`config.mk`:
```
export PLATFORM = sky130hd
export DESIGN_NAME = mips_multicycle_fsm
export DESIGN_NICKNAME = d
export VERILOG_FILES = /design/src/rtl/mips_mc_pkg.sv /design/src/rtl/mips_op_class.sv /design/src/rtl/mips_multicycle_fsm.sv
export SDC_FILE = /design/constraint.sdc
export NUM_CORES = 1
export LEC_CHECK = 0
export BUFFER_PORTS_ARGS = -buffer_cell sky130_fd_sc_hd__buf_2
export CORE_MARGIN = 2
export CORE_UTILIZATION = 48
export CTS_CLUSTER_SIZE = 28
export DETAILED_ROUTE_END_ITERATION = 8
export PLACE_DENSITY = 0.75
export SLEW_MARGIN = 20
export SYNTH_ARGS = -nofsm -noshare
export SYNTH_HDL_FRONTEND = slang
export SYNTH_SLANG_ARGS = --single-unit
```
`constraint.sdc`:
```
create_clock -name clk -period 1.8 [get_ports clk]
set_input_delay 0.36 -clock clk [delete_from_list [all_inputs] [get_ports clk]]
set_output_delay 0.36 -clock clk [all_outputs]
set_load 0.005 [all_outputs]
```
`src/rtl/mips_mc_pkg.sv`:
```
// Shared encodings for the multi-cycle MIPS sequencer: states, opcode/funct
// constants, instruction classes and datapath mux/ALU codes.
package mips_mc_pkg;

   typedef enum logic [3:0] {
      StIdle   = 4'd0,
      StFetch  = 4'd1,
      StDecode = 4'd2,
      StMemAdr = 4'd3,
      StMemRd  = 4'd4,
      StMemWb  = 4'd5,
      StMemWr  = 4'd6,
      StExec   = 4'd7,
      StRwb    = 4'd8,
      StBranch = 4'd9,
      StJump   = 4'd10,
      StAddiEx = 4'd11,
      StAddiWb = 4'd12,
      StJr     = 4'd13
   } state_e;

   typedef enum logic [2:0] {
      ClsMem  = 3'd0,
      ClsAddi = 3'd1,
      ClsBr   = 3'd2,
      ClsJ    = 3'd3,
      ClsJr   = 3'd4,
      ClsR    = 3'd5,
      ClsIll  = 3'd6
   } op_class_e;

   localparam logic [5:0] OpcRtype = 6'b000000;
   localparam logic [5:0] OpcJ     = 6'b000010;
   localparam logic [5:0] OpcJal   = 6'b000011;
   localparam logic [5:0] OpcBeq   = 6'b000100;
   localparam logic [5:0] OpcBne   = 6'b000101;
   localparam logic [5:0] OpcAddi  = 6'b001000;
   localparam logic [5:0] OpcLw    = 6'b100011;
   localparam logic [5:0] OpcSw    = 6'b101011;
   localparam logic [5:0] FnJr     = 6'b001000;

   localparam logic [1:0] AluAdd   = 2'b00;
   localparam logic [1:0] AluSub   = 2'b01;
   localparam logic [1:0] AluFunct = 2'b10;

   localparam logic [1:0] PcAlu    = 2'b00;
   localparam logic [1:0] PcAluOut = 2'b01;
   localparam logic [1:0] PcJump   = 2'b10;
   localparam logic [1:0] PcRs     = 2'b11;

   localparam logic [1:0] SrcBRt    = 2'b00;
   localparam logic [1:0] SrcBFour  = 2'b01;
   localparam logic [1:0] SrcBImm   = 2'b10;
   localparam logic [1:0] SrcBImmSh = 2'b11;

endpackage

```
`src/rtl/mips_op_class.sv`:
```
// Combinational instruction classifier: opcode/funct -> op_class_e code.
module mips_op_class
   import mips_mc_pkg::*;
(
   input  logic [5:0] opcode,
   input  logic [5:0] funct,
   output logic [2:0] op_class
);

   // Map each supported opcode (and jr funct) onto its execution class
   always_comb begin
      op_class = ClsIll;
      case (opcode)
         OpcLw, OpcSw:   op_class = ClsMem;
         OpcAddi:        op_class = ClsAddi;
         OpcBeq, OpcBne: op_class = ClsBr;
         OpcJ, OpcJal:   op_class = ClsJ;
         OpcRtype:       op_class = (funct == FnJr) ? ClsJr : ClsR;
         default:        op_class = ClsIll;
      endcase
   end

endmodule

```
`src/rtl/mips_multicycle_fsm.sv`:
```
// Multi-cycle MIPS control sequencer: state register, memory wait counter
// with timeout, opcode/funct latches and per-state control strobe decode.
module mips_multicycle_fsm
   import mips_mc_pkg::*;
#(
   parameter int unsigned WAIT_W     = 8,
   parameter int unsigned WAIT_LIMIT = 255
) (
   input  logic       clk,
   input  logic       rst,
   input  logic [5:0] opcode,
   input  logic [5:0] funct,
   input  logic       mem_ready,
   output logic       mem_read,
   output logic       mem_write,
   output logic       iord,
   output logic       ir_write,
   output logic       pc_write,
   output logic       pc_write_eq,
   output logic       pc_write_ne,
   output logic [1:0] pc_source,
   output logic       alu_src_a,
   output logic [1:0] alu_src_b,
   output logic [1:0] alu_op,
   output logic       reg_write,
   output logic       reg_dst,
   output logic       mem_to_reg,
   output logic       link,
   output logic       illegal_op,
   output logic       mem_timeout,
   output logic [3:0] state_o
);

   state_e            state_q, state_d;
   logic [WAIT_W-1:0] wait_q, wait_d;
   logic [5:0]        opcode_q, funct_q;
   logic [2:0]        op_class;
   logic              mem_state;
   logic              timeout;

   mips_op_class u_op_class (
      .opcode   (opcode),
      .funct    (funct),
      .op_class (op_class)
   );

   assign mem_state = (state_q == StFetch) || (state_q == StMemRd) || (state_q == StMemWr);
   // Fires on the WAIT_LIMIT-th consecutive not-ready cycle of a memory state
   assign timeout   = mem_state && !mem_ready && (wait_q == WAIT_W'(WAIT_LIMIT - 1));
   assign state_o   = state_q;

   // State register, wait counter and instruction-field latches
   always_ff @(posedge clk or posedge rst) begin
      if (rst) begin
         state_q  <= StIdle;
         wait_q   <= '0;
         opcode_q <= '0;
         funct_q  <= '0;
      end else begin
         state_q <= state_d;
         wait_q  <= wait_d;
         if (state_q == StDecode) begin
            opcode_q <= opcode;
            funct_q  <= funct;
         end
      end
   end

   // Next-state and control strobe decode; everything defaults to inactive
   always_comb begin
      state_d     = state_q;
      mem_read    = 1'b0;
      mem_write   = 1'b0;
      iord        = 1'b0;
      ir_write    = 1'b0;
      pc_write    = 1'b0;
      pc_write_eq = 1'b0;
      pc_write_ne = 1'b0;
      pc_source   = PcAlu;
      alu_src_a   = 1'b0;
      alu_src_b   = SrcBRt;
      alu_op      = AluAdd;
      reg_write   = 1'b0;
      reg_dst     = 1'b0;
      mem_to_reg  = 1'b0;
      link        = 1'b0;
      illegal_op  = 1'b0;
      mem_timeout = timeout;

      unique case (state_q)
         StIdle: state_d = StFetch;
         StFetch: begin
            mem_read  = !timeout;
            alu_src_b = SrcBFour;
            ir_write  = mem_ready;
            pc_write  = mem_ready;
            if (timeout)        state_d = StIdle;
            else if (mem_ready) state_d = StDecode;
         end
         StDecode: begin
            // ALU precomputes the branch target while the class is resolved
            alu_src_b = SrcBImmSh;
            case (op_class_e'(op_class))
               ClsMem:  state_d = StMemAdr;
               ClsAddi: state_d = StAddiEx;
               ClsBr:   state_d = StBranch;
               ClsJ:    state_d = StJump;
               ClsJr:   state_d = StJr;
               ClsR:    state_d = StExec;
               default: begin
                  illegal_op = 1'b1;
                  state_d    = StFetch;
               end
            endcase
         end
         StMemAdr: begin
            alu_src_a = 1'b1;
            alu_src_b = SrcBImm;
            state_d   = (opcode_q == OpcSw) ? StMemWr : StMemRd;
         end
         StMemRd: begin
            mem_read = !timeout;
            iord     = 1'b1;
            if (timeout)        state_d = StIdle;
            else if (mem_ready) state_d = StMemWb;
         end
         StMemWb: begin
            reg_write  = 1'b1;
            mem_to_reg = 1'b1;
            state_d    = StFetch;
         end
         StMemWr: begin
            mem_write = !timeout;
            iord      = 1'b1;
            if (timeout)        state_d = StIdle;
            else if (mem_ready) state_d = StFetch;
         end
         StExec: begin
            alu_src_a = 1'b1;
            alu_op    = AluFunct;
            state_d   = StRwb;
         end
         StRwb: begin
            reg_write = 1'b1;
            reg_dst   = 1'b1;
            state_d   = StFetch;
         end
         StAddiEx: begin
            alu_src_a = 1'b1;
            alu_src_b = SrcBImm;
            state_d   = StAddiWb;
         end
         StAddiWb: begin
            reg_write = 1'b1;
            state_d   = StFetch;
         end
         StBranch: begin
            alu_src_a   = 1'b1;
            alu_op      = AluSub;
            pc_source   = PcAluOut;
            pc_write_eq = (opcode_q == OpcBeq);
            pc_write_ne = (opcode_q == OpcBne);
            state_d     = StFetch;
         end
         StJump: begin
            pc_write  = 1'b1;
            pc_source = PcJump;
            reg_write = (opcode_q == OpcJal);
            link      = (opcode_q == OpcJal);
            state_d   = StFetch;
         end
         StJr: begin
            // Latched funct only ever reaches here as jr; guard keeps it honest
            pc_write  = (funct_q == FnJr);
            pc_source = PcRs;
            state_d   = StFetch;
         end
         default: state_d = StIdle;
      endcase

      // Count only while stalled in the same memory state; any move clears it
      wait_d = (mem_state && !mem_ready && (state_d == state_q)) ? wait_q + WAIT_W'(1) : '0;
   end

endmodule

```
After elaboration in Yosys (flattened, before gate mapping)
Index checks and enable logic that the tools add are counted.

word-level totals
  logic and storage cells = 87
  register bits = 24
  input port bits = 15
  output and inout bits = 24

operators by class
  add/sub/neg operators = 1
  reductions and logical operators = 20
  mux-type cells = 29
  eq/ne operators = 33

operators by type and width
  operator             count
  $pmux 4 s8           1
  $eq 4x4->1 const B   6
  $eq 6x3->1 const B   4
  $mux 4               6
  $pmux 4 s6           1
  $eq 6x2->1 const B   3
  $eq 6x4->1 const B   3
  $eq 6x6->1 const B   3
  $eq 4x3->1 const B   4
  $pmux 3 s5           1
  $mux 1               13
  $pmux 2 s3           2
  $reduce_or 2->1      6
  $add 8x1->8 const B  1
  $eq 4x2->1 const B   2
  $eq 8x8->1 const B   1
  $mux 8               1
  $reduce_or 7->1      1
  $eq 3x2->1 const B   2
  $eq 3x3->1 const B   2
  $logic_not 6->1      1
  $reduce_or 6->1      1
  $eq 4x1->1 const B   1
  $eq 4x4->1           1
  other kinds (12)     16

Depth between registers and ports, before layout
Gate-level depths: netlist of run 1.

  word-level depth = 10
  depth in mapped cells = 8
  mapped depth without buffers = 6

By module
From an unflattened synthesis of run 1, not the netlist that was laid out.

unflattened totals
  cell total of the unflattened synthesis = 174
  area, all modules = 1605.3 µm²

modules (own cells, without submodules)
  module               cells each  sequential area each (µm²)  instances  area an instance (µm²)
  mips_multicycle_fsm  160         600.6                       1          1503.9
  mips_op_class        14          0.0                         1          101.3

Worst setup path before layout of run 1
Ideal clock, no wire load.

  path type = register to output
  start point = register state_q[3], in the netlist state_o[3]
  end point = output port illegal_op
  arrival = 1.571 ns
  data required time = 1.440 ns
  path buffers = 4
  cell stages (with the launch flop) = 8
  slack = -0.131 ns
  cell sequence = dfrtp_1 -> buf_2 -> or2_0 -> clkbuf_1 -> or2_0 -> clkbuf_1 -> clkbuf_1 -> a21oi_1

between the ends
  longest elaborated chain between the ends = 2

RTL lines
  what                    line                       source
  from (decl)             mips_multicycle_fsm.sv:34  state_e state_q, state_d;
  from (signal assigned)  mips_multicycle_fsm.sv:55  state_q <= StIdle;
  from (signal assigned)  mips_multicycle_fsm.sv:60  state_q <= state_d;
  $eq 4x2->1              mips_multicycle_fsm.sv:90  unique case (state_q)
  $mux 1                  mips_multicycle_fsm.sv:90
  to (decl)               mips_multicycle_fsm.sv:29  output logic illegal_op,

No other way between the ends.

Worst setup path in the final report of run 1
  start point = register state_q[2], in the netlist state_o[2]
  end point = output port mem_write

between the ends
  longest elaborated chain between the ends = 7
  elaborated cells on any way between the ends = 9
  classes of those cells = 3 x eq/ne; 1 x mux; 5 x reduce/logical

RTL lines
  what                                             line                        source
  $eq 4x1->1 / $eq 4x3->1 (equally long branches)  mips_multicycle_fsm.sv:47   assign mem_state = (state_q == StFetch) || (state_q == StMemRd) || (state_q == StMemWr);
  $logic_or 1x1->1 (2 in series)                   mips_multicycle_fsm.sv:47
  $logic_and 1x1->1 (2 in series)                  mips_multicycle_fsm.sv:49   assign timeout = mem_state && !mem_ready && (wait_q == WAIT_W'(WAIT_LIMIT - 1));
  $logic_not 1->1                                  mips_multicycle_fsm.sv:133  mem_write = !timeout;
  $mux 1 *                                         mips_multicycle_fsm.sv:90
  to (decl)                                        mips_multicycle_fsm.sv:15   output logic mem_write,

Mark *: on every way between the ends. The rest lies on a longest branch, timed or not.

==> flow_summary.json, run 1 <==
{
  "wl_per_cell_um": 15.8,
  "port_buffers": 38,
  "synthesis.area_per_instance_um2": 7.79,
  "drt-vias-per-instance": 5.62,
  "yosys.cell_types.count": 40,
  "worstMarginPinSlew_ps": 406,
  "global_route.usage.total": 0.264,
  "drtPass1Iterations": 4,
  "ctsHtreeMaxLevel": 1,
  "post_cts_hold_buffer_count": 0,
  "ir_worst_vdd_mv": 0.854,
  "period_minus_slack_ps": 2130,
  "worstSetupStartpointType": "register",
  "synth-edff-count": 0,
  "period_share": 1.18,
  "synthCells": 201,
  "tritoncts": "yes",
  "initial_antenna_violation_count": 0,
  "yosys_warnings": 0,
  "cap_viol_max_count": 0,
  "die_extent_in_x_um": 61.1,
  "pwr-share-comb": 0.656,
  "power.switching_fraction": 0.428,
  "layout_common_cells": "sky130_fd_sc_hd__nand2_1, sky130_fd_sc_hd__buf_2, sky130_fd_sc_hd__buf_4",
  "net-switching-power_mw": 1.58,
  "clock_tree.buffer_depth": 2,
  "critPathCaptureType": "output port",
  "dr_total_vias": 1782,
  "synthesis.nets": 218,
  "dp.final_hpwl_um": 3070,
  "area_growth_syn_to_layout_pct": 52.6,
  "worst_slack_ps": -333,
  "regToRegStartpoint": "state_o[2]",
  "synth.yosys.seq_area_share": 0.383,
  "grt_start_max_net_pins": 25,
  "floorplan.rows": 20,
  "timing.fmax_ghz": 0.469,
  "cp-endpoint": "mem_write",
  "layout.cells.most_common": "sky130_fd_sc_hd__nand2_1",
  "fin_skew_ps": 8.52,
  "grt_first_pass_wirelength_um": 7380,
  "pin_count": 39,
  "design.die.area_um2": 3740,
  "slew_headroom": 0.729,
  "clock_insertion_delay_worst_skew_ps": 330,
  "drive_gt1_frac": 0.436,
  "static-leakage-power_nw": 1.14,
  "placedInstanceArea_um2": 1960,
  "clock_power_share": 0.111,
  "floorplan.initialDensity": 0.509,
  "drc": 0,
  "gp_routability_congestion": 0.855,
  "number_of_synthesized_register_bits": 24,
  "worstRegToRegCells": 6,
  "design_area_um2": 2390,
  "cp-startpoint": "state_o[2]",
  "run_status": "complete, but fails checks",
  "setup_tns_ps": -4450,
  "wl_um": 5020,
  "tritoncts_num_sinks": 24,
  "slew_violations": 0,
  "clk_pin_slew_worst_paths_ps": 150,
  "antenna_left": 0,
  "power_dens_cells_nw_per_um2": 1550,
  "violations": "setup timing",
  "timing.setup.critical_path_class": "register to output port",
  "yosys_most_used_dff": "sky130_fd_sc_hd__dfrtp_1",
  "timing.reg2reg.setup_slack_ps": -120,
  "cp_data_required_time_ps": 1440,
  "globalRoute.totalOverflow": 0,
  "num_antenna_cells": 0,
  "min-delay-path-class": "primary input to asynchronous set/reset pin",
  "synthArstFlopShare": 1.00,
  "final_util": 0.777,
  "internal-power_mw": 2.12,
  "post_synth_instance_area_um2": 1570,
  "cts_made_buffers": 3,
  "cp_max_fo": 4,
  "dieHeight_um": 61.1,
  "nNetsFinal": 291,
  "setup_violation_total_in_the_final_timing_report": 27,
  "ctsRootBufferMaster": "sky130_fd_sc_hd__clkbuf_4",
  "r2r-end": "wait_q[1]",
  "number_of_global_route_vias_before_repair": 1620,
  "crit_arrival_ps": 1770,
  "placeableCoreArea_um2": 3080,
  "rsz0062_at_grt": "true",
  "drt_first_iter_violations": 120,
  "sequentialPowerShare": 0.233,
  "report.final.hold_viol_count": 0
}
[per-layer routing]
layer  up-vias  track usage  share of wire
met3        11       0.0525          0.065
met5         -            0              0
li1        847            -              -
met2        95        0.435           0.50
met4         0       0.0901          0.025
met1       829        0.347           0.41
[state kept, by name, indices dropped and copies added, names as in the netlist]
| name | cells |
|---|---|
| opcode_q | 6 |
| funct_q | 6 |
| state_o | 4 |
| wait_q | 8 |
[stage by stage]
stage	setup slack [ps]	cells	hold slack, ps	power [mW]
after global placement	50.8	297	417	2.43
final	-333	317	35.4	3.70
after detailed placement	12.3	297	420	2.47
after floorplan	-19.8	201	375	1.82
after CTS	-293	312	56.5	3.33
after global routing	-385	317	40.3	3.91
[what timing repair did]
action / in CTS / in global routing
setup buffers: 11 / 8
setup endpoints to repair: 18 / 29
endpoints found under the hold margin: 0 / 0
gates resized for setup: 37 / 27
pin swaps: 10 / 12
[how the worst min path moves through the flow]
| stage | cells after the start | start | endpoint |
|---|---|---|---|
| 2_1_floorplan | 1 | rst | funct_q[0] |
| 3_3_place_gp | 3 | rst | funct_q[2] |
| 3_5_place_dp | 3 | rst | wait_q[3] |
| 4_1_cts | 3 | rst | funct_q[5] |
| 5_1_grt | 3 | rst | wait_q[3] |
| 6_report | 3 | rst | opcode_q[5] |
[worst max-delay path, cell delays in order, from the launching register on]
cell and delay, ps:
sky130_fd_sc_hd__dfrtp_1 420, sky130_fd_sc_hd__or3b_4 410, sky130_fd_sc_hd__a211oi_4 240, sky130_fd_sc_hd__and2_4 200, sky130_fd_sc_hd__nor3_1 50, sky130_fd_sc_hd__buf_2 130
[cells in the mapped netlist, types with 3 or more instances]
| cell | n | share of area |
|---|---|---|
| sky130_fd_sc_hd__nand2_1 | 48 | 0.12 |
| sky130_fd_sc_hd__dfrtp_1 | 24 | 0.38 |
| sky130_fd_sc_hd__nor2_1 | 18 | 0.043 |
| sky130_fd_sc_hd__a211oi_1 | 9 | 0.043 |
| sky130_fd_sc_hd__clkbuf_1 | 9 | 0.022 |
| sky130_fd_sc_hd__a21oi_1 | 8 | 0.026 |
| sky130_fd_sc_hd__inv_1 | 8 | 0.019 |
| sky130_fd_sc_hd__nand2b_1 | 7 | 0.028 |
| sky130_fd_sc_hd__nand3_1 | 7 | 0.022 |
| sky130_fd_sc_hd__nor3_1 | 7 | 0.022 |
| sky130_fd_sc_hd__o21ai_0 | 6 | 0.019 |
| sky130_fd_sc_hd__nor4_1 | 5 | 0.020 |
| sky130_fd_sc_hd__o21a_1 | 4 | 0.019 |
| sky130_fd_sc_hd__and2_1 | 3 | 0.012 |
| sky130_fd_sc_hd__nor4b_1 | 3 | 0.017 |
| sky130_fd_sc_hd__o22ai_1 | 3 | 0.012 |
| sky130_fd_sc_hd__xnor2_1 | 3 | 0.017 |
[power groups by stage]
stage | sequential [mW] | clock, mW | combinational, mW
floorplan | 0.851 | 0 | 0.972
global placement | 0.861 | 0 | 1.57
detailed placement | 0.869 | 0 | 1.60
CTS | 0.852 | 0.406 | 2.07
global route | 0.889 | 0.441 | 2.58
finish | 0.862 | 0.409 | 2.43
[layout make-up]
class                   count  area [µm²]
repair buffers             79         568
well taps                  44        55.1
clock inverters             1        30.0
flip-flops and latches     24         602
multi-input cells         158        1080
clock buffers               3        22.5
inverters                   8        32.5
fillers                   206         687
[cell families after synthesis]
group                    Yosys count  share of synthesized area
AO/OA/AOI/OAI                     41                      0.186
XOR/XNOR                           4                     0.0224
adder cells (fa/ha/maj)            2                     0.0160
buffers and inverters             19                     0.0487
flip-flops                        24                      0.383
multiplexers                       1                    0.00719
AND/OR/NAND/NOR                  110                      0.336
No activity file was read; power rests on OpenSTA's default activity.
==> run 2: changes to the inputs <==
Settings changed: ABC_AREA set to 1, CAP_MARGIN set to 40, PLACE_DENSITY 0.75 to unset, PLACE_DENSITY_LB_ADDON set to 0.25.
==> flow_summary.json, run 2 <==
{
  "run_status": "complete, but fails checks",
  "violations": "setup timing",
  "pwr-share-comb": 0.561,
  "post_cts_hold_buffer_count": 0,
  "regToRegStartpoint": "state_o[2]",
  "rsz0062_at_grt": "true",
  "drtPass1Iterations": 5,
  "globalRoute.totalOverflow": 0,
  "cp_max_fo": 5,
  "tritoncts_num_sinks": 24,
  "pin_count": 39,
  "gp_routability_congestion": 0.861,
  "clk_pin_slew_worst_paths_ps": 130,
  "floorplan.initialDensity": 0.513,
  "synth_most_common_cell": "sky130_fd_sc_hd__nand2_1",
  "dr_total_vias": 1889,
  "initial_antenna_violation_count": 0,
  "report.final.hold_viol_count": 0,
  "number_of_filler_instances_in_the_final_layout": 232,
  "seq_cell_area_um2": 606,
  "crit_arrival_ps": 1620,
  "antenna_left": 0,
  "synthArstFlopShare": 1.00,
  "grt_start_max_net_pins": 25,
  "number_of_synthesized_register_bits": 24,
  "number_of_global_route_vias_before_repair": 1540,
  "ys_top_cells_by_area": "sky130_fd_sc_hd__dfrtp_1, sky130_fd_sc_hd__nand2_1, sky130_fd_sc_hd__nor2_1, sky130_fd_sc_hd__nand3_1, sky130_fd_sc_hd__inv_1",
  "power_dens_cells_nw_per_um2": 1310,
  "drive_gt1_frac": 0.417,
  "post_synth_instance_area_um2": 1610,
  "critPathCaptureType": "output port",
  "drt-vias-per-instance": 5.38,
  "setup_violation_total_in_the_final_timing_report": 19,
  "period_minus_slack_ps": 1980,
  "power.switching_fraction": 0.455,
  "drt_first_iter_violations": 126,
  "timing.fmax_ghz": 0.506,
  "layout.cells.most_common": "sky130_fd_sc_hd__nand2_1",
  "clock_power_share": 0.126,
  "wl_per_cell_um": 14.4,
  "slew_violations": 0,
  "cp-startpoint": "state_o[3]",
  "drc": 0,
  "layout.cells.non_filler": 351,
  "largest_register_ffs": 8,
  "layout_common_cells": "sky130_fd_sc_hd__nand2_1, sky130_fd_sc_hd__buf_2, sky130_fd_sc_hd__nor2_1",
  "clock_tree.buffer_depth": 2,
  "synthesis.nets": 255,
  "cts_made_buffers": 3,
  "synth-edff-count": 0,
  "multiInputGateArea_um2": 1060,
  "placed_cells": 323,
  "tritoncts": "yes",
  "worst_slack_ps": -175,
  "post-synth-top-area-cell": "sky130_fd_sc_hd__dfrtp_1",
  "placedInstanceArea_um2": 1880,
  "worstMarginPinSlew_ps": 424,
  "fin_skew_ps": 4.52,
  "design.die.area_um2": 3820,
  "nNetsFinal": 325,
  "wl_um": 5050,
  "synthCells": 238,
  "hold_ws_ps": 51.5,
  "num_antenna_cells": 0,
  "floorplan.rows": 20,
  "placeableCoreArea_um2": 3130,
  "yosys_most_used_dff": "sky130_fd_sc_hd__dfrtp_1",
  "port_buffers": 38,
  "yosys_warnings": 0,
  "global_route.usage.total": 0.240,
  "cap_viol_max_count": 0,
  "clock_insertion_delay_worst_skew_ps": 310,
  "ir_worst_vdd_mv": 0.880,
  "static-leakage-power_nw": 1.23,
  "internal-power_mw": 1.67,
  "sequentialPowerShare": 0.313,
  "timing.setup.critical_path_class": "register to output port",
  "period_share": 1.10,
  "cp_data_required_time_ps": 1440,
  "ctsRootBufferMaster": "sky130_fd_sc_hd__clkbuf_4",
  "dieHeight_um": 61.8,
  "dp.final_hpwl_um": 3030,
  "synth.top_cell.area_share": 0.374,
  "setup_tns_ps": -1430,
  "min-delay-path-class": "primary input to asynchronous set/reset pin",
  "max_flop_register": "wait_q",
  "design_area_um2": 2350,
  "synth.yosys.seq_area_share": 0.374,
  "die_extent_in_x_um": 61.8,
  "reg_top3": "wait_q (8), funct_q (6), opcode_q (6)",
  "synthesis.area_per_instance_um2": 6.74,
  "ctsHtreeMaxLevel": 1,
  "p_total_mw": 3.07,
  "net-switching-power_mw": 1.40,
  "post_synth_most_frequent_cells": "sky130_fd_sc_hd__nand2_1, sky130_fd_sc_hd__nor2_1, sky130_fd_sc_hd__inv_1, sky130_fd_sc_hd__dfrtp_1, sky130_fd_sc_hd__nand3_1",
  "worstSetupStartpointType": "register",
  "area_growth_syn_to_layout_pct": 46.1,
  "slew_headroom": 0.715,
  "yosys.cell_types.count": 27,
  "grt_first_pass_wirelength_um": 6850
}
-- run 2: cell types whose count changed after synthesis, moves of 4 or more --
cell / delta
sky130_fd_sc_hd__inv_1: +21
sky130_fd_sc_hd__nor2_1: +17
sky130_fd_sc_hd__nand3_1: +16
sky130_fd_sc_hd__nand2_1: +14
sky130_fd_sc_hd__a211oi_1: -9
sky130_fd_sc_hd__clkbuf_1: -9
sky130_fd_sc_hd__nor2_2: +8
sky130_fd_sc_hd__nand2b_1: -7
sky130_fd_sc_hd__o21ai_1: +7
sky130_fd_sc_hd__nor3_1: -6
sky130_fd_sc_hd__inv_2: +4
-- run 2: worst paths after layout --
path,cells after the start,slack [ps],to
max reg2reg,11,-20,wait_q[1]
min,3,50,funct_q[1]
max,8,-180,mem_read
min reg2reg,2,500,funct_q[2]
min in group clk,3,250,funct_q[5]
max in group asynchronous,3,1490,state_o[0]
-- run 2: worst max-delay path: stages, from the launching register on --
cell and delay (ps):
sky130_fd_sc_hd__dfrtp_2 500, sky130_fd_sc_hd__nor2_4 170, sky130_fd_sc_hd__buf_6 140, sky130_fd_sc_hd__nand3_2 70, sky130_fd_sc_hd__nand2_2 100, sky130_fd_sc_hd__nand2_2 70, sky130_fd_sc_hd__inv_2 80, sky130_fd_sc_hd__a21oi_2 40
sky130_fd_sc_hd__buf_2 130
-- run 2: final cells by class --
| cell class | instances | share of cell area |
|---|---|---|
| multi-input combinational | 178 | 0.452 |
| tap | 44 | 0.0235 |
| sequential | 24 | 0.258 |
| clock buffer | 3 | 0.00960 |
| inverter | 33 | 0.0560 |
| clock inverter | 1 | 0.0128 |
| timing repair buffer | 68 | 0.188 |
-- run 2: per-layer routing --
| layer | vias up | share of wire | global-route usage | routed length [µm] |
|---|---|---|---|---|
| met3 | 18 | 0.063 | 0.0352 | 320 |
| met1 | 882 | 0.41 | 0.324 | 2070 |
| met2 | 97 | 0.50 | 0.395 | 2500 |
| met5 | - | 0 | 0 | 0 |
| li1 | 892 | - | - | - |
| met4 | 0 | 0.029 | 0.0851 | 148 |
-- run 2: cell families after synthesis --
logic type      count (synthesis)  synth area share
compound gates                 26            0.0881
xor+xnor                        6            0.0327
fa+ha+maj                       2            0.0156
buf+inv                        36            0.0865
flops                          24             0.374
simple gates                  144             0.403
-- run 2: power by group through the flow --
stage | combinational (mW) | clock, mW | sequential (mW)
floorplan | 0.776 | 0 | 0.871
global placement | 1.10 | 0 | 0.902
detailed placement | 1.12 | 0 | 0.906
CTS | 1.35 | 0.394 | 0.900
global route | 1.86 | 0.417 | 0.983
finish | 1.72 | 0.387 | 0.961
-- run 2: through the flow --
step | utilization | setup slack [ps]
global route | 0.750 | -267
global placement | 0.601 | 58.6
finish | 0.750 | -175
floorplan | - | 105
detailed placement | 0.601 | 55.2
CTS | 0.680 | -170
-- run 2: repair_timing --
| item | CTS | global route |
|---|---|---|
| cloned | 0 | 0 |
| endpoints found under the hold margin | 0 | 0 |
| gates resized for setup | 32 | 32 |
| pin swaps | 7 | 12 |
| setup buffers | 13 | 11 |
| endpoints found under the setup margin | 14 | 24 |
==> run 3: changes to the inputs <==
Settings changed: CTS_BUF_LIST set to sky130_fd_sc_hd__clkbuf_16, SYNTH_HIERARCHICAL set to 1.
==> flow_summary.json, run 3 <==
{
  "floorplan.initialDensity": 0.496,
  "wl_um": 4060,
  "synth_most_common_cell": "sky130_fd_sc_hd__nand2_1",
  "grt_first_pass_wirelength_um": 6420,
  "min-delay-path-class": "primary input to asynchronous set/reset pin",
  "die_extent_in_x_um": 62.3,
  "pwr-share-comb": 0.517,
  "net-switching-power_mw": 1.29,
  "number_of_global_route_vias_before_repair": 1490,
  "design_area_um2": 2290,
  "gp_routability_congestion": 0.813,
  "worstMarginPinSlew_ps": 395,
  "dp.final_hpwl_um": 2840,
  "drtPass1Iterations": 4,
  "antenna_left": 0,
  "drive_gt1_frac": 0.432,
  "slew_headroom": 0.734,
  "synth.yosys.seq_area_share": 0.369,
  "cts_made_buffers": 3,
  "global_route.usage.total": 0.203,
  "power_dens_cells_nw_per_um2": 1350,
  "placed_cells": 325,
  "tritoncts_num_sinks": 24,
  "final_util": 0.696,
  "cell_by_cell_trace_of_the_critical_path": "buf_4 > buf_4 > nand2_2 > nor2_1 > a31oi_1 > nand2_1 > buf_2",
  "number_of_buffer_and_inverter_stages_on_the_critical_path": 3,
  "layout_common_cells": "sky130_fd_sc_hd__nand2_1, sky130_fd_sc_hd__buf_2, sky130_fd_sc_hd__buf_4",
  "rsz0062_at_grt": "true",
  "synth-edff-count": 0,
  "cp_max_fo": 4,
  "violations": "setup timing",
  "critPathCaptureType": "output port",
  "design.die.area_um2": 3880,
  "wl_per_cell_um": 11.7,
  "synth-compound-area-share": 0.0499,
  "initial_antenna_violation_count": 0,
  "clock_power_share": 0.205,
  "cp_data_required_time_ps": 1440,
  "period_share": 1.03,
  "clock_tree.buffer_depth": 2,
  "synthArstFlopShare": 1.00,
  "synthesis.nets": 248,
  "ir_worst_vdd_mv": 0.802,
  "timing.setup.critical_path_class": "register to output port",
  "num_antenna_cells": 0,
  "regToRegStartpoint": "state_o[1]",
  "period_minus_slack_ps": 1860,
  "yosys_most_used_dff": "sky130_fd_sc_hd__dfrtp_1",
  "static-leakage-power_nw": 1.21,
  "layout.cells.non_filler": 347,
  "pin_count": 39,
  "synth.top_cell.area_share": 0.369,
  "dr_total_vias": 1688,
  "layout.cells.most_common": "sky130_fd_sc_hd__nand2_1",
  "slew_violations": 0,
  "number_of_filler_instances_in_the_final_layout": 270,
  "sequentialPowerShare": 0.278,
  "post_synth_instance_area_um2": 1630,
  "post_synth_fa_ha_maj_area_fraction": 0.0154,
  "critical-path-slowest-cell": "sky130_fd_sc_hd__dfrtp_2",
  "synthesis.area_per_instance_um2": 7.05,
  "p_total_mw": 3.10,
  "dominant_combinational_cell_family_by_area_after_synthesis": "simple AND/OR/NAND/NOR gates",
  "run_status": "complete, but fails checks",
  "yosys.cell_types.count": 28,
  "critPathTopFamily": "buffers and inverters",
  "clk_pin_slew_worst_paths_ps": 60,
  "drt_first_iter_violations": 103,
  "post-synth-top-area-cell": "sky130_fd_sc_hd__dfrtp_1",
  "drc": 0,
  "placedInstanceArea_um2": 1950,
  "report.final.hold_viol_count": 0,
  "drt-vias-per-instance": 4.86,
  "synthMuxAreaShare": 0,
  "ctsHtreeMaxLevel": 1,
  "setup_violation_total_in_the_final_timing_report": 5,
  "crit_arrival_ps": 1500,
  "dieHeight_um": 62.3,
  "ctsRootBufferMaster": "sky130_fd_sc_hd__clkbuf_16",
  "power.switching_fraction": 0.418,
  "max_flop_register": "wait_q",
  "grt_start_max_net_pins": 25,
  "nNetsFinal": 319,
  "xor_xnor_share_of_the_synthesized_area": 0.0376,
  "fin_skew_ps": 3.22,
  "placeableCoreArea_um2": 3280,
  "port_buffers": 38,
  "area_growth_syn_to_layout_pct": 40.4,
  "largest_register_ffs": 8,
  "globalRoute.totalOverflow": 0,
  "post_cts_hold_buffer_count": 0,
  "worst_path_most_repeated_cell": "sky130_fd_sc_hd__buf_4",
  "clock_insertion_delay_worst_skew_ps": 260,
  "post_synth_and_or_nand_nor_area_fraction": 0.440,
  "cp-startpoint": "state_o[3]",
  "number_of_synthesized_register_bits": 24,
  "floorplan.rows": 21,
  "cap_viol_max_count": 0,
  "ys_top_cells_by_area": "sky130_fd_sc_hd__dfrtp_1, sky130_fd_sc_hd__nand2_1, sky130_fd_sc_hd__nor2_1, sky130_fd_sc_hd__inv_1, sky130_fd_sc_hd__nor3_2",
  "post_synth_most_frequent_cells": "sky130_fd_sc_hd__nand2_1, sky130_fd_sc_hd__nor2_1, sky130_fd_sc_hd__inv_1, sky130_fd_sc_hd__dfrtp_1, sky130_fd_sc_hd__nand3_1",
  "timing.fmax_ghz": 0.538,
  "synthCells": 231,
  "internal-power_mw": 1.80,
  "reg_top3": "wait_q (8), funct_q (6), opcode_q (6)",
  "tritoncts": "yes",
  "worstSetupStartpointType": "register",
  "yosys_warnings": 6,
  "worst_slack_ps": -59.3,
  "max_stage_delay_ps": 430
}
## run 3: path summary, 6_finish.rpt
| path | end | slack (ps) | depth (start not counted) |
|---|---|---|---|
| setup / recovery | pc_write | -60 | 7 |
| hold / removal | state_o[1] | 130 | 3 |
| setup reg to reg | wait_q[6] | 130 | 11 |
| hold reg to reg | funct_q[1] | 480 | 2 |
| max in group asynchronous | state_o[3] | 1410 | 3 |
| min in group clk | funct_q[2] | 320 | 3 |
## run 3: per-stage QoR
step / TNS [ps] / hold WS [ps] / setup WS, ps
finish: -238 / 135 / -59.3
floorplan: 0 / 375 / 166
global route: -712 / 157 / -141
detailed placement: -664 / 418 / -89.4
CTS: -26.8 / 143 / -23.3
global placement: -440 / 418 / -57.1
## run 3: logic make-up (layout without fill, tap and decap cells)
family,after synthesis,in the layout
buffers and inverters,33,103
adders and majority gates,2,2
xor gates and xnor gates,7,7
and+or+nand+nor,150,150
DFF,24,24
AOI/OAI and AO/OA,15,15
## run 3: final cells by class
| cell class | instances | area [µm²] | area share |
|---|---|---|---|
| clock buffer | 3 | 75.1 | 0.0328 |
| clock inverter | 1 | 30.0 | 0.0131 |
| inverter | 29 | 116 | 0.0509 |
| multi-input combinational | 174 | 975 | 0.426 |
| sequential | 24 | 603 | 0.264 |
| tap | 46 | 57.6 | 0.0252 |
| timing repair buffer | 70 | 430 | 0.188 |
## run 3: timing repair
action,CTS,global route
pin swaps,1,8
endpoints found under the setup margin,11,18
endpoints found under the hold margin,0,0
buffers inserted,8,10
gates resized for setup,19,19
## run 3: per-layer routing
layer / GRT usage / vias up / share of wire
met4: 0.0583 / 0 / 0.0079
met5: 0 / - / 0
met2: 0.340 / 54 / 0.50
met1: 0.276 / 767 / 0.43
li1: - / 863 / -
met3: 0.0290 / 4 / 0.058
## run 3: power groups by stage
stage          clock (mW)  sequential, mW  combinational [mW]
6_report            0.634           0.861                1.60
3_3_place_gp            0           0.857                1.29
2_1_floorplan           0           0.848               0.902
3_5_place_dp            0           0.863                1.30
4_1_cts             0.646           0.857                1.42
5_1_grt             0.663           0.886                1.78
## run 3: tightest hold or removal path, stage by stage
cell and delay (ps):
sky130_fd_sc_hd__buf_2 90, sky130_fd_sc_hd__inv_1 40, sky130_fd_sc_hd__buf_4 290
